--- src/rtl/uart_rx_pkg.sv ---
// -----------------------------------------------------------------------------
// uart_rx_pkg
// Shared definitions for the UART receive controller:
//   - rx_state_e    : frame state machine encoding
//   - PRESCALE_*    : legal oversampling ratios and the fallback ratio
//   - chk_offset()  : oversample edge index at which a bit is checked (P/2+1)
//   - is_legal_prescale() : true for the supported oversampling ratios
// -----------------------------------------------------------------------------
package uart_rx_pkg;

    typedef enum logic [2:0] {
        IDLE   = 3'd0,
        START  = 3'd1,
        DATA   = 3'd2,
        PARITY = 3'd3,
        STOP   = 3'd4,
        OUTPUT = 3'd5,
        BREAK  = 3'd6
    } rx_state_e;

    localparam int unsigned PRESCALE_8       = 8;
    localparam int unsigned PRESCALE_16      = 16;
    localparam int unsigned PRESCALE_32      = 32;
    localparam int unsigned PRESCALE_DEFAULT = PRESCALE_16;

    localparam int unsigned MIN_DATA_LEN = 5;

    // Sample a little past mid-bit so the majority voter has seen its window.
    function automatic int unsigned chk_offset(input int unsigned p);
        return (p >> 1) + 1;
    endfunction

    function automatic logic is_legal_prescale(input int unsigned p);
        return (p == PRESCALE_8) || (p == PRESCALE_16) || (p == PRESCALE_32);
    endfunction

endpackage

--- src/rtl/uart_rx_edge_bit_cnt.sv ---
// -----------------------------------------------------------------------------
// uart_rx_edge_bit_cnt
// Oversample edge counter and bit counter for the UART receive controller.
// The edge counter runs 0..edge_max; on edge_max it wraps and the bit counter
// advances. Clear has priority over enable.
// Ports:
//   clk, rst   : clock, asynchronous active-low reset
//   cnt_en     : advance the edge counter this cycle
//   cnt_clr    : force both counters to zero next cycle
//   edge_max   : last edge index of a bit (prescale - 1)
//   edge_cnt   : current edge index within the bit
//   bit_cnt    : current bit index within the frame
//   edge_last  : edge_cnt is at edge_max (bit ends this cycle)
// -----------------------------------------------------------------------------
module uart_rx_edge_bit_cnt #(
    parameter int PRESCALE_W = 6,
    parameter int BIT_CNT_W  = 4
) (
    input  logic                  clk,
    input  logic                  rst,
    input  logic                  cnt_en,
    input  logic                  cnt_clr,
    input  logic [PRESCALE_W-1:0] edge_max,
    output logic [PRESCALE_W-1:0] edge_cnt,
    output logic [BIT_CNT_W-1:0]  bit_cnt,
    output logic                  edge_last
);

    logic [PRESCALE_W-1:0] edge_cnt_q, edge_cnt_d;
    logic [BIT_CNT_W-1:0]  bit_cnt_q,  bit_cnt_d;

    assign edge_last = (edge_cnt_q == edge_max);

    always_comb begin
        // NOTE: every variable gets a default first so no path leaves it
        // unassigned; that is what keeps always_comb from inferring a latch.
        edge_cnt_d = edge_cnt_q;
        bit_cnt_d  = bit_cnt_q;
        if (cnt_clr) begin
            edge_cnt_d = '0;
            bit_cnt_d  = '0;
        end else if (cnt_en) begin
            if (edge_last) begin
                edge_cnt_d = '0;
                bit_cnt_d  = bit_cnt_q + BIT_CNT_W'(1);
            end else begin
                edge_cnt_d = edge_cnt_q + PRESCALE_W'(1);
            end
        end
    end

    // NOTE: flops use non-blocking assignments so every register samples the
    // pre-edge value of its inputs, independent of statement order.
    always_ff @(posedge clk or negedge rst) begin
        if (!rst) begin
            edge_cnt_q <= '0;
            bit_cnt_q  <= '0;
        end else begin
            edge_cnt_q <= edge_cnt_d;
            bit_cnt_q  <= bit_cnt_d;
        end
    end

    assign edge_cnt = edge_cnt_q;
    assign bit_cnt  = bit_cnt_q;

endmodule

--- src/rtl/uart_rx_ctrl_param.sv ---
// -----------------------------------------------------------------------------
// uart_rx_ctrl_param
// UART receive controller: frame FSM plus oversample edge/bit counters. Drives
// the sampler, deserializer and start/parity/stop checker strobes and reports
// frame completion and errors as registered one-cycle pulses.
//
// Optional feature macro: UART_RX_BREAK_DET_EN
//   defined   : adds brk_det output and BREAK state (all-zero frame with a stop
//               failure is reported as a break and held until the line idles)
//   undefined : a break is reported as frm_err
//
// Ports:
//   clk, rst          : oversampling clock, asynchronous active-low reset
//   RX_IN             : synchronised serial line
//   prescale          : oversampling ratio (8/16/32; others treated as 16)
//   data_len          : data bits per frame (clamped into 5..DATA_WIDTH)
//   PAR_EN, STP2_EN   : parity bit present, two stop bits
//   sampled_bit       : majority-voted bit from the sampler
//   strt_glitch, par_err, stp_err : checker results, valid on their strobe
//   edge_cnt, bit_cnt : oversample edge index, bit index (start = 0)
//   dat_samp_en       : sampler enable
//   deser_en          : deserializer shift strobe
//   strt_chk_en, par_chk_en, stp_chk_en : checker strobes
//   data_valid, frm_err, par_err_flag   : registered one-cycle result pulses
//   brk_det           : registered one-cycle break pulse (feature only)
// -----------------------------------------------------------------------------
module uart_rx_ctrl_param
    import uart_rx_pkg::*;
#(
    parameter int DATA_WIDTH = 8,
    parameter int PRESCALE_W = 6,
    parameter int BIT_CNT_W  = 4
) (
    input  logic                              clk,
    input  logic                              rst,
    input  logic                              RX_IN,
    input  logic [PRESCALE_W-1:0]             prescale,
    input  logic [$clog2(DATA_WIDTH+1)-1:0]   data_len,
    input  logic                              PAR_EN,
    input  logic                              STP2_EN,
    input  logic                              sampled_bit,
    input  logic                              strt_glitch,
    input  logic                              par_err,
    input  logic                              stp_err,
    output logic [PRESCALE_W-1:0]             edge_cnt,
    output logic [BIT_CNT_W-1:0]              bit_cnt,
    output logic                              dat_samp_en,
    output logic                              deser_en,
    output logic                              strt_chk_en,
    output logic                              par_chk_en,
    output logic                              stp_chk_en,
    output logic                              data_valid,
    output logic                              frm_err,
    output logic                              par_err_flag
`ifdef UART_RX_BREAK_DET_EN
    ,
    output logic                              brk_det
`endif
);

    localparam int LEN_W = $clog2(DATA_WIDTH + 1);

    rx_state_e state_q, state_d;

    // Frame configuration, frozen for the duration of a frame.
    logic [PRESCALE_W-1:0] prescale_q, prescale_d, prescale_legal;
    logic [LEN_W-1:0]      len_q, len_d, len_clamped;
    logic                  par_en_q, par_en_d;
    logic                  stp2_en_q, stp2_en_d;

    logic data_valid_q, data_valid_d;
    logic frm_err_q, frm_err_d;
    logic par_err_flag_q, par_err_flag_d;

    logic                  frame_start;
    logic                  chk_strobe;
    logic                  bit_end;
    logic                  cnt_en, cnt_clr;
    logic [PRESCALE_W-1:0] strobe_pt;
    logic [BIT_CNT_W-1:0]  last_data_bit, last_stop_bit;

`ifdef UART_RX_BREAK_DET_EN
    logic brk_det_q, brk_det_d;
    logic seen_one_q, seen_one_d;
`else
    // The sampled value only matters for break detection.
    logic unused_sampled_bit;
    assign unused_sampled_bit = sampled_bit;
`endif

    // ------------------------------------------------------------------
    // Counters
    // ------------------------------------------------------------------
    assign cnt_en  = (state_q != IDLE) && (state_q != OUTPUT);
    assign cnt_clr = (state_d == IDLE) || (state_d == OUTPUT);

    uart_rx_edge_bit_cnt #(
        .PRESCALE_W (PRESCALE_W),
        .BIT_CNT_W  (BIT_CNT_W)
    ) u_edge_bit_cnt (
        .clk       (clk),
        .rst       (rst),
        .cnt_en    (cnt_en),
        .cnt_clr   (cnt_clr),
        .edge_max  (prescale_q - PRESCALE_W'(1)),
        .edge_cnt  (edge_cnt),
        .bit_cnt   (bit_cnt),
        .edge_last (bit_end)
    );

    assign strobe_pt  = PRESCALE_W'(chk_offset(32'(prescale_q)));
    assign chk_strobe = (edge_cnt == strobe_pt);

    // Frame layout: start = 0, data = 1..L, optional parity, then stop bit(s).
    assign last_data_bit = BIT_CNT_W'(len_q);
    assign last_stop_bit = last_data_bit + BIT_CNT_W'(1)
                         + BIT_CNT_W'(par_en_q) + BIT_CNT_W'(stp2_en_q);

    // ------------------------------------------------------------------
    // Configuration latch (on every entry to START, including back-to-back)
    // ------------------------------------------------------------------
    assign frame_start = (state_d == START) && (state_q != START);

    always_comb begin
        prescale_legal = is_legal_prescale(32'(prescale)) ? prescale
                                                          : PRESCALE_W'(PRESCALE_DEFAULT);
        if (data_len < LEN_W'(MIN_DATA_LEN)) begin
            len_clamped = LEN_W'(MIN_DATA_LEN);
        end else if (data_len > LEN_W'(DATA_WIDTH)) begin
            len_clamped = LEN_W'(DATA_WIDTH);
        end else begin
            len_clamped = data_len;
        end
    end

    always_comb begin
        prescale_d = prescale_q;
        len_d      = len_q;
        par_en_d   = par_en_q;
        stp2_en_d  = stp2_en_q;
        if (frame_start) begin
            prescale_d = prescale_legal;
            len_d      = len_clamped;
            par_en_d   = PAR_EN;
            stp2_en_d  = STP2_EN;
        end
    end

    // ------------------------------------------------------------------
    // Frame FSM: next state and strobes
    // ------------------------------------------------------------------
    always_comb begin
        state_d        = state_q;
        dat_samp_en    = 1'b0;
        deser_en       = 1'b0;
        strt_chk_en    = 1'b0;
        par_chk_en     = 1'b0;
        stp_chk_en     = 1'b0;
        data_valid_d   = 1'b0;
        frm_err_d      = 1'b0;
        par_err_flag_d = 1'b0;
`ifdef UART_RX_BREAK_DET_EN
        brk_det_d      = 1'b0;
`endif

        case (state_q)
            IDLE: begin
                if (!RX_IN) state_d = START;
            end

            START: begin
                dat_samp_en = 1'b1;
                strt_chk_en = chk_strobe;
                // A start glitch is dropped silently.
                if (chk_strobe && strt_glitch) begin
                    state_d = IDLE;
                end else if (bit_end) begin
                    state_d = DATA;
                end
            end

            DATA: begin
                dat_samp_en = 1'b1;
                deser_en    = chk_strobe;
                if (bit_end && (bit_cnt == last_data_bit)) begin
                    state_d = par_en_q ? PARITY : STOP;
                end
            end

            PARITY: begin
                dat_samp_en = 1'b1;
                par_chk_en  = chk_strobe;
                if (chk_strobe && par_err) begin
                    state_d        = IDLE;
                    par_err_flag_d = 1'b1;
                end else if (bit_end) begin
                    state_d = STOP;
                end
            end

            STOP: begin
                dat_samp_en = 1'b1;
                stp_chk_en  = chk_strobe;
                if (chk_strobe && stp_err) begin
`ifdef UART_RX_BREAK_DET_EN
                    if (!(seen_one_q || sampled_bit)) begin
                        state_d   = BREAK;
                        brk_det_d = 1'b1;
                    end else begin
                        state_d   = IDLE;
                        frm_err_d = 1'b1;
                    end
`else
                    state_d   = IDLE;
                    frm_err_d = 1'b1;
`endif
                end else if (chk_strobe && (bit_cnt == last_stop_bit)) begin
                    // Leave mid-stop-bit so a following start edge is not missed.
                    state_d = OUTPUT;
                end
            end

            OUTPUT: begin
                data_valid_d = 1'b1;
                state_d      = RX_IN ? IDLE : START;
            end

`ifdef UART_RX_BREAK_DET_EN
            BREAK: begin
                if (chk_strobe && RX_IN) state_d = IDLE;
            end
`endif

            default: state_d = IDLE;
        endcase
    end

`ifdef UART_RX_BREAK_DET_EN
    // Remembers whether any checked bit of the current frame was a 1.
    always_comb begin
        seen_one_d = seen_one_q;
        if (frame_start) begin
            seen_one_d = 1'b0;
        end else if (chk_strobe && sampled_bit && dat_samp_en) begin
            seen_one_d = 1'b1;
        end
    end
`endif

    // ------------------------------------------------------------------
    // Registers
    // ------------------------------------------------------------------
    always_ff @(posedge clk or negedge rst) begin
        if (!rst) begin
            state_q        <= IDLE;
            prescale_q     <= PRESCALE_W'(PRESCALE_DEFAULT);
            len_q          <= LEN_W'(DATA_WIDTH);
            par_en_q       <= 1'b0;
            stp2_en_q      <= 1'b0;
            data_valid_q   <= 1'b0;
            frm_err_q      <= 1'b0;
            par_err_flag_q <= 1'b0;
        end else begin
            state_q        <= state_d;
            prescale_q     <= prescale_d;
            len_q          <= len_d;
            par_en_q       <= par_en_d;
            stp2_en_q      <= stp2_en_d;
            data_valid_q   <= data_valid_d;
            frm_err_q      <= frm_err_d;
            par_err_flag_q <= par_err_flag_d;
        end
    end

`ifdef UART_RX_BREAK_DET_EN
    always_ff @(posedge clk or negedge rst) begin
        if (!rst) begin
            brk_det_q  <= 1'b0;
            seen_one_q <= 1'b0;
        end else begin
            brk_det_q  <= brk_det_d;
            seen_one_q <= seen_one_d;
        end
    end

    assign brk_det = brk_det_q;
`endif

    assign data_valid   = data_valid_q;
    assign frm_err      = frm_err_q;
    assign par_err_flag = par_err_flag_q;

endmodule

--- config.mk ---
export PLATFORM = sky130hd
export DESIGN_NAME = uart_rx_ctrl_param
export DESIGN_NICKNAME = d
export VERILOG_FILES = /design/src/rtl/uart_rx_pkg.sv /design/src/rtl/uart_rx_edge_bit_cnt.sv /design/src/rtl/uart_rx_ctrl_param.sv
export SDC_FILE = /design/constraint.sdc
export NUM_CORES = 1
export LEC_CHECK = 0
export CAP_MARGIN = 15
export CORE_MARGIN = 2
export CORE_UTILIZATION = 52
export DETAILED_ROUTE_END_ITERATION = 16
export GPL_TIMING_DRIVEN = 1
export PLACE_DENSITY_LB_ADDON = 0.12
export REMOVE_ABC_BUFFERS = 1
export SLEW_MARGIN = 0
export SYNTH_ARGS = -nofsm -noshare
export SYNTH_HDL_FRONTEND = slang
export SYNTH_SLANG_ARGS = --single-unit
export TNS_END_PERCENT = 30
--- constraint.sdc ---
create_clock -name clk -period 3.2 [get_ports clk]
set_input_delay 0.32 -clock clk [delete_from_list [all_inputs] [get_ports clk]]
set_output_delay 0.32 -clock clk [all_outputs]
set_load 0.005 [all_outputs]
* After elaboration in Yosys (flattened, before gate mapping)
Cells that the tools add are included.
Operators by class: $add $sub $neg 7, order comparisons 2, equal/unequal tests 16, mux-type cells 30, reduce and logical (&&, ||, !) cells 17
Operator list (number):
- 2-to-1 mux 3 bit | 9
- 2-to-1 mux 6 bit | 4
- 2-to-1 mux 4 bit | 5
- case mux 3 bit (6 select lines) | 1
- equality test 6 bit | 2
- 2-to-1 mux 1 bit | 11
- equality test 3 bit, second input constant | 3
- adder 4 x 1 -> 4 bit | 2
- adder 4 x 1 -> 4 bit, second input constant | 2
- equality test 4 bit | 2
- logical AND 1 bit | 7
- adder 5 x 1 -> 6 bit, second input constant | 1
- adder 6 x 1 -> 6 bit, second input constant | 1
- equality test 3 x 1 -> 1 bit, second input constant | 2
- equality test 3 x 2 -> 1 bit, second input constant | 2
- equality test 6 x 4 -> 1 bit, second input constant | 1
- equality test 6 x 5 -> 1 bit, second input constant | 1
- equality test 6 bit, second input constant | 1
- logical NOT 3 bit | 2
- subtractor 6 x 1 -> 6 bit, second input constant | 1
- > comparator 4 bit, second input constant | 1
- less-than comparator 4 x 3 -> 1 bit, second input constant | 1
- nonzero test 2 bit | 2
- OR reduction 4 bit | 1
- other kinds (5) | 7
Storage, ports and cells: register bits 28, input port bits 19, output and inout bits 18, word-level logic and storage cells 82

* Longest topological paths before layout
depth after elaboration 12, depth in mapped cells 13, depth with buffers taken out 13

* Cells and area by module
A second synthesis with hierarchy kept.
Unflattened totals: cells, all modules 205, area, all modules 1969.4 sq um
By module, submodules not included:
- uart_rx_ctrl_param | times used 1, cells an instance 141, area an instance 1330.0 sq um, seq. area each 452.9 sq um
- uart_rx_edge_bit_cnt | times used 1, cells an instance 64, area an instance 639.4 sq um, seq. area each 250.2 sq um

* Worst setup path before layout
Ideal clock, no wire load.
path kind reg2reg, from register par_en_q, to register u_edge_bit_cnt.bit_cnt_q[3] (netlist: u_edge_bit_cnt.bit_cnt[3]), library setup time 0.122 ns, arrival time 2.729 ns, data required time 3.078 ns, slack 0.349 ns, cell stages (with the launch flop) 14, buffers on the path 0, clock period less this slack 2.851 ns, path through dfrtp_1 -> inv_1 -> ha_1 -> inv_1 -> ha_1 -> fa_1 -> xnor2_1 -> nand2_1 -> a2111o_1 -> nor4_2 -> nor2_1 -> o31ai_4 -> nand2_1 -> a32o_1
On the way: cells in the longest elaborated chain, start to end 11, elaborated cells on any way between the ends 16, classes of those cells add/sub (2); eq/ne (2); mux (6); reduce/logical (6)
Ends and longest elaborated chain:
- start: declaration | line uart_rx_ctrl_param.sv:68 | logic par_en_q, par_en_d;
- start signal: assignment | line uart_rx_ctrl_param.sv:267 | par_en_q <= par_en_d;
- adder 4 x 1 -> 4 bit (2 in series) | line uart_rx_ctrl_param.sv:117 | + BIT_CNT_W'(par_en_q) + BIT_CNT_W'(stp2_en_q);
- equality test 4 bit | line uart_rx_ctrl_param.sv:217 | end else if (chk_strobe && (bit_cnt == last_stop_bit)) begin
- logical AND 1 bit | line uart_rx_ctrl_param.sv:217
- 2-to-1 mux 3 bit | line uart_rx_ctrl_param.sv:217
- 2-to-1 mux 3 bit | line uart_rx_ctrl_param.sv:204 | if (chk_strobe && stp_err) begin
- case mux 3 bit (6 select lines) * | line uart_rx_ctrl_param.sv:166 | case (state_q)
- equality test 3 bit or logical NOT 3 bit (tied branches) | line uart_rx_ctrl_param.sv:95 | assign cnt_clr = (state_d == IDLE) || (state_d == OUTPUT);
- logical OR 1 bit * | line uart_rx_ctrl_param.sv:95
- nonzero test 2 bit (no line)
- AND reduction 2 bit (no line)
- end signal: assignment | line uart_rx_edge_bit_cnt.sv:60 | bit_cnt_q <= bit_cnt_d;
- end: declaration | line uart_rx_edge_bit_cnt.sv:30 | logic [BIT_CNT_W-1:0] bit_cnt_q, bit_cnt_d;
Every way passes the cells marked *; elsewhere a longest branch is shown, timed or not. A chain may end at the register's enable or synchronous reset.

* Final worst setup path
Ends and elaborated chain as after synthesis.

==> metrics.md <==
| Metric | Value |
|---|---|
| Drc violations | `0` |
| Routability Congestion | `0.808` |
| Critical path launch point | `par_en_q` |
| TNS Setup | `0 ns` |
| Peak VDD IR | `0.364 mV` |
| Final Hold Vio Count | `0` |
| R2r setup slk | `0.18 ns` |
| Commonest non-fill, non-tap cell in the layout | `clkdlybuf4s50_1` |
| Crit path DAT | `3.19 ns` |
| Share of layout cells above drive strength 1 | `12.0%` |
| Max layer used | `met4` |
| Via Count | `1652` |
| Status | `completed` |
| Crit path kind | `reg2reg` |
| I/O Pins | `37` |
| IO Port Bufs | `35` |
| CTS tree | `built` |
| Main synth FF type | `dfrtp_1` |
| 1st-pass router iterations | `4` |
| Met2 WL | `2150 um` |
| LEAKAGE | `0.000999 uW` |
| Combinational Power Share | `50.7%` |
| Clock power share | `14.0%` |
| Clk slew on worst S/H paths | `0.10 ns` |
| Fin nets | `280` |
| Psw | `664 uW` |
| 1st-iter DRT viols | `117` |
| Skew-Pair Late Insertion Delay | `0.28 ns` |
| Post-route setup slack | `0.181 ns` |
| CTS sink cnt | `28` |
| CP Data Required Time | `3.37 ns` |
| Critical R2R Launch | `par_en_q` |
| PD cells | `653 mW/mm^2` |
| Internal | `942 uW` |
| Asr flop ratio synth | `100%` |
| Worst setup SP type | `register` |
| Synth Register Bits | `28` |
| Average wire per cell in the routed design | `14.3 um` |
| Fmax | `331 MHz` |
| R2r worst-path depth | `13` |
| Core area | `0.00369 sq mm` |
| Die X | `66.0 um` |
| Post-layout util | `66.7%` |
| Initial Util | `54.3%` |
| Minimum clock period | `3.02 ns` |
| First-pass GRT wire length | `7330 um` |
| Syn_area_per_cell | `9.27 sq um` |
| Fin crit share | `94.3%` |
| WL met3 | `102 um` |
| CTS root buffer | `clkbuf_8` |
| TritonCTS buffer count | `3` |
| Die Span Y | `66.0 um` |
| Layout overhead on the synthesized area | `22.9%` |
| H-tree Lvls | `1` |
| Post-Syn Instances | `216` |
| Commonest cells after routing, fill and taps aside | `35 x clkdlybuf4s50_1, 26 x dfrtp_1, 23 x nand2_1` |
| Detailed Place HPWL | `3240 um` |
| Worst setup endpoint | `u_edge_bit_cnt.bit_cnt[3]` |
| Num rows | `22` |
| Clock Path Buffers | `2` |
| Switch share | `41.4%` |
| Die area | `0.00436 sq mm` |
| Critical Path End Type | `register` |
| Total wire length | `4260 um` |
| Seq/Total Area, Yosys | `35.1%` |
| Reg-to-Reg End | `u_edge_bit_cnt.bit_cnt[3]` |
| RSZ-0062 raised after global routing | `no` |
| Vias per cell | `5.53` |
| Reg power frac | `35.2%` |
| Total track usage | `21.9%` |
| Worst-path maximum fanout | `6` |
| # Max-Cap Violations | `0` |
| Slew Viols, Final | `0` |
| Post-synth EDFFs | `0` |
| Slew Limit Headroom | `59.6%` |
| Largest net degree at the start of global routing | `29` |
| Number of global-route vias before repair | `1574` |
| Antenna Violating Nets Remaining | `0` |
| Dpl ws | `0.230 ns` |
| Netlist area before placement | `0.00200 sq mm` |
| ANT cells | `0` |
| Final setup violation count | `0` |
| Hold Crit Class | `in2async` |
| Metal-1 WL | `1980 um` |
| Synth Warn # | `0` |
| Max Clock Skew | `0.00771 ns` |
| Grt total ovfl | `0` |
| Initial antenna violation count | `0` |
| Synth unique cells | `56` |
| Worst-Margin Slew | `0.604 ns` |
[state kept, by name, indices dropped and copies added (netlist names)]
signal	count
prescale_q	6
u_edge_bit_cnt.edge_cnt	6
last_data_bit	4
u_edge_bit_cnt.bit_cnt	4
state_q	3
data_valid	1
frm_err	1
par_en_q	1
par_err_flag	1
stp2_en_q	1
[critical path, cell delays in order, from the launching register on]
cell and delay, ns:
dfrtp_1 0.42, inv_1 0.09, ha_1 0.28, inv_1 0.04, ha_1 0.20, fa_1 0.47
xnor2_1 0.18, nand2_1 0.07, a2111o_1 0.43, nor4_4 0.16, nor2_1 0.10, o31ai_4 0.10
nand2_1 0.14, a32o_1 0.21
[routing by layer]
metal	GRT usage, %	vias up
li1	-	838
met1	27.7	788
met2	39.4	22
met3	3.58	4
met4	4.59	0
met5	0	-
[logic make-up (layout without fill, tap and decap cells)]
logic type	count (synthesis)	count (layout)	synth area share (%)
adders and majority gates	9	9	6.00
AOI/OAI and AO/OA	46	46	18.9
xor gates and xnor gates	24	24	10.5
muxes	1	1	0.562
and+or+nand+nor	88	88	24.3
DFF	28	28	35.1
buffers and inverters	20	55	4.56
[power groups by stage]
| stage | sequential, uW | combinational [uW] | clock (uW) |
|---|---|---|---|
| floorplan | 540 | 598 | 0 |
| global placement | 568 | 793 | 0 |
| detailed placement | 568 | 812 | 0 |
| CTS | 564 | 815 | 236 |
| global route | 580 | 917 | 247 |
| finish | 566 | 815 | 226 |
[cell usage after synthesis, types with 6 or more instances]
master | count | area, sq um
dfrtp_1 | 26 | 651
nand2_1 | 23 | 86.3
and2_1 | 6 | 37.5
xnor2_1 | 19 | 166
o21ai_0 | 11 | 55.1
nand3_1 | 7 | 35.0
ha_1 | 8 | 100
a21oi_1 | 7 | 35.0
nor2_1 | 15 | 56.3
inv_1 | 12 | 45.0
[cell type report]
cell class / count / area, sq um
Multi-Input combinational cell: 168 / 1220
Sequential cell: 28 / 703
Fill cell: 318 / 1230
Inverter: 12 / 45.0
Tap cell: 48 / 60.1
Timing Repair Buffer: 39 / 380
Clock buffer: 4 / 55.1
[through the flow]
stage	instances	hold WS (ns)	instance area [sq um]	power (uW)
after floorplan	208	0.0244	1960	1140
after global placement	295	0.458	2400	1360
after detailed placement	295	0.464	2400	1380
after CTS	299	0.425	2450	1620
after global routing	299	0.446	2460	1740
final	299	0.414	2460	1610
[timing repair]
item                       in CTS  in global routing
hold buffers                    0                  0
buffers inserted                0                  0
setup endpoints to repair       0                  1
gates resized for setup         0                  1
[worst min-delay path by stage]
| stage | from | endpoint | slack (ns) | cells past startpoint |
|---|---|---|---|---|
| floorplan | rst | data_valid | 0.02 | 0 |
| global placement | last_data_bit[3] | last_data_bit[3] | 0.46 | 2 |
| detailed placement | last_data_bit[3] | last_data_bit[3] | 0.46 | 2 |
| CTS | rst | prescale_q[0] | 0.42 | 2 |
| global route | rst | prescale_q[0] | 0.45 | 2 |
| finish | rst | u_edge_bit_cnt.edge_cnt[0] | 0.41 | 2 |
Power figures use the tool's default switching activity.
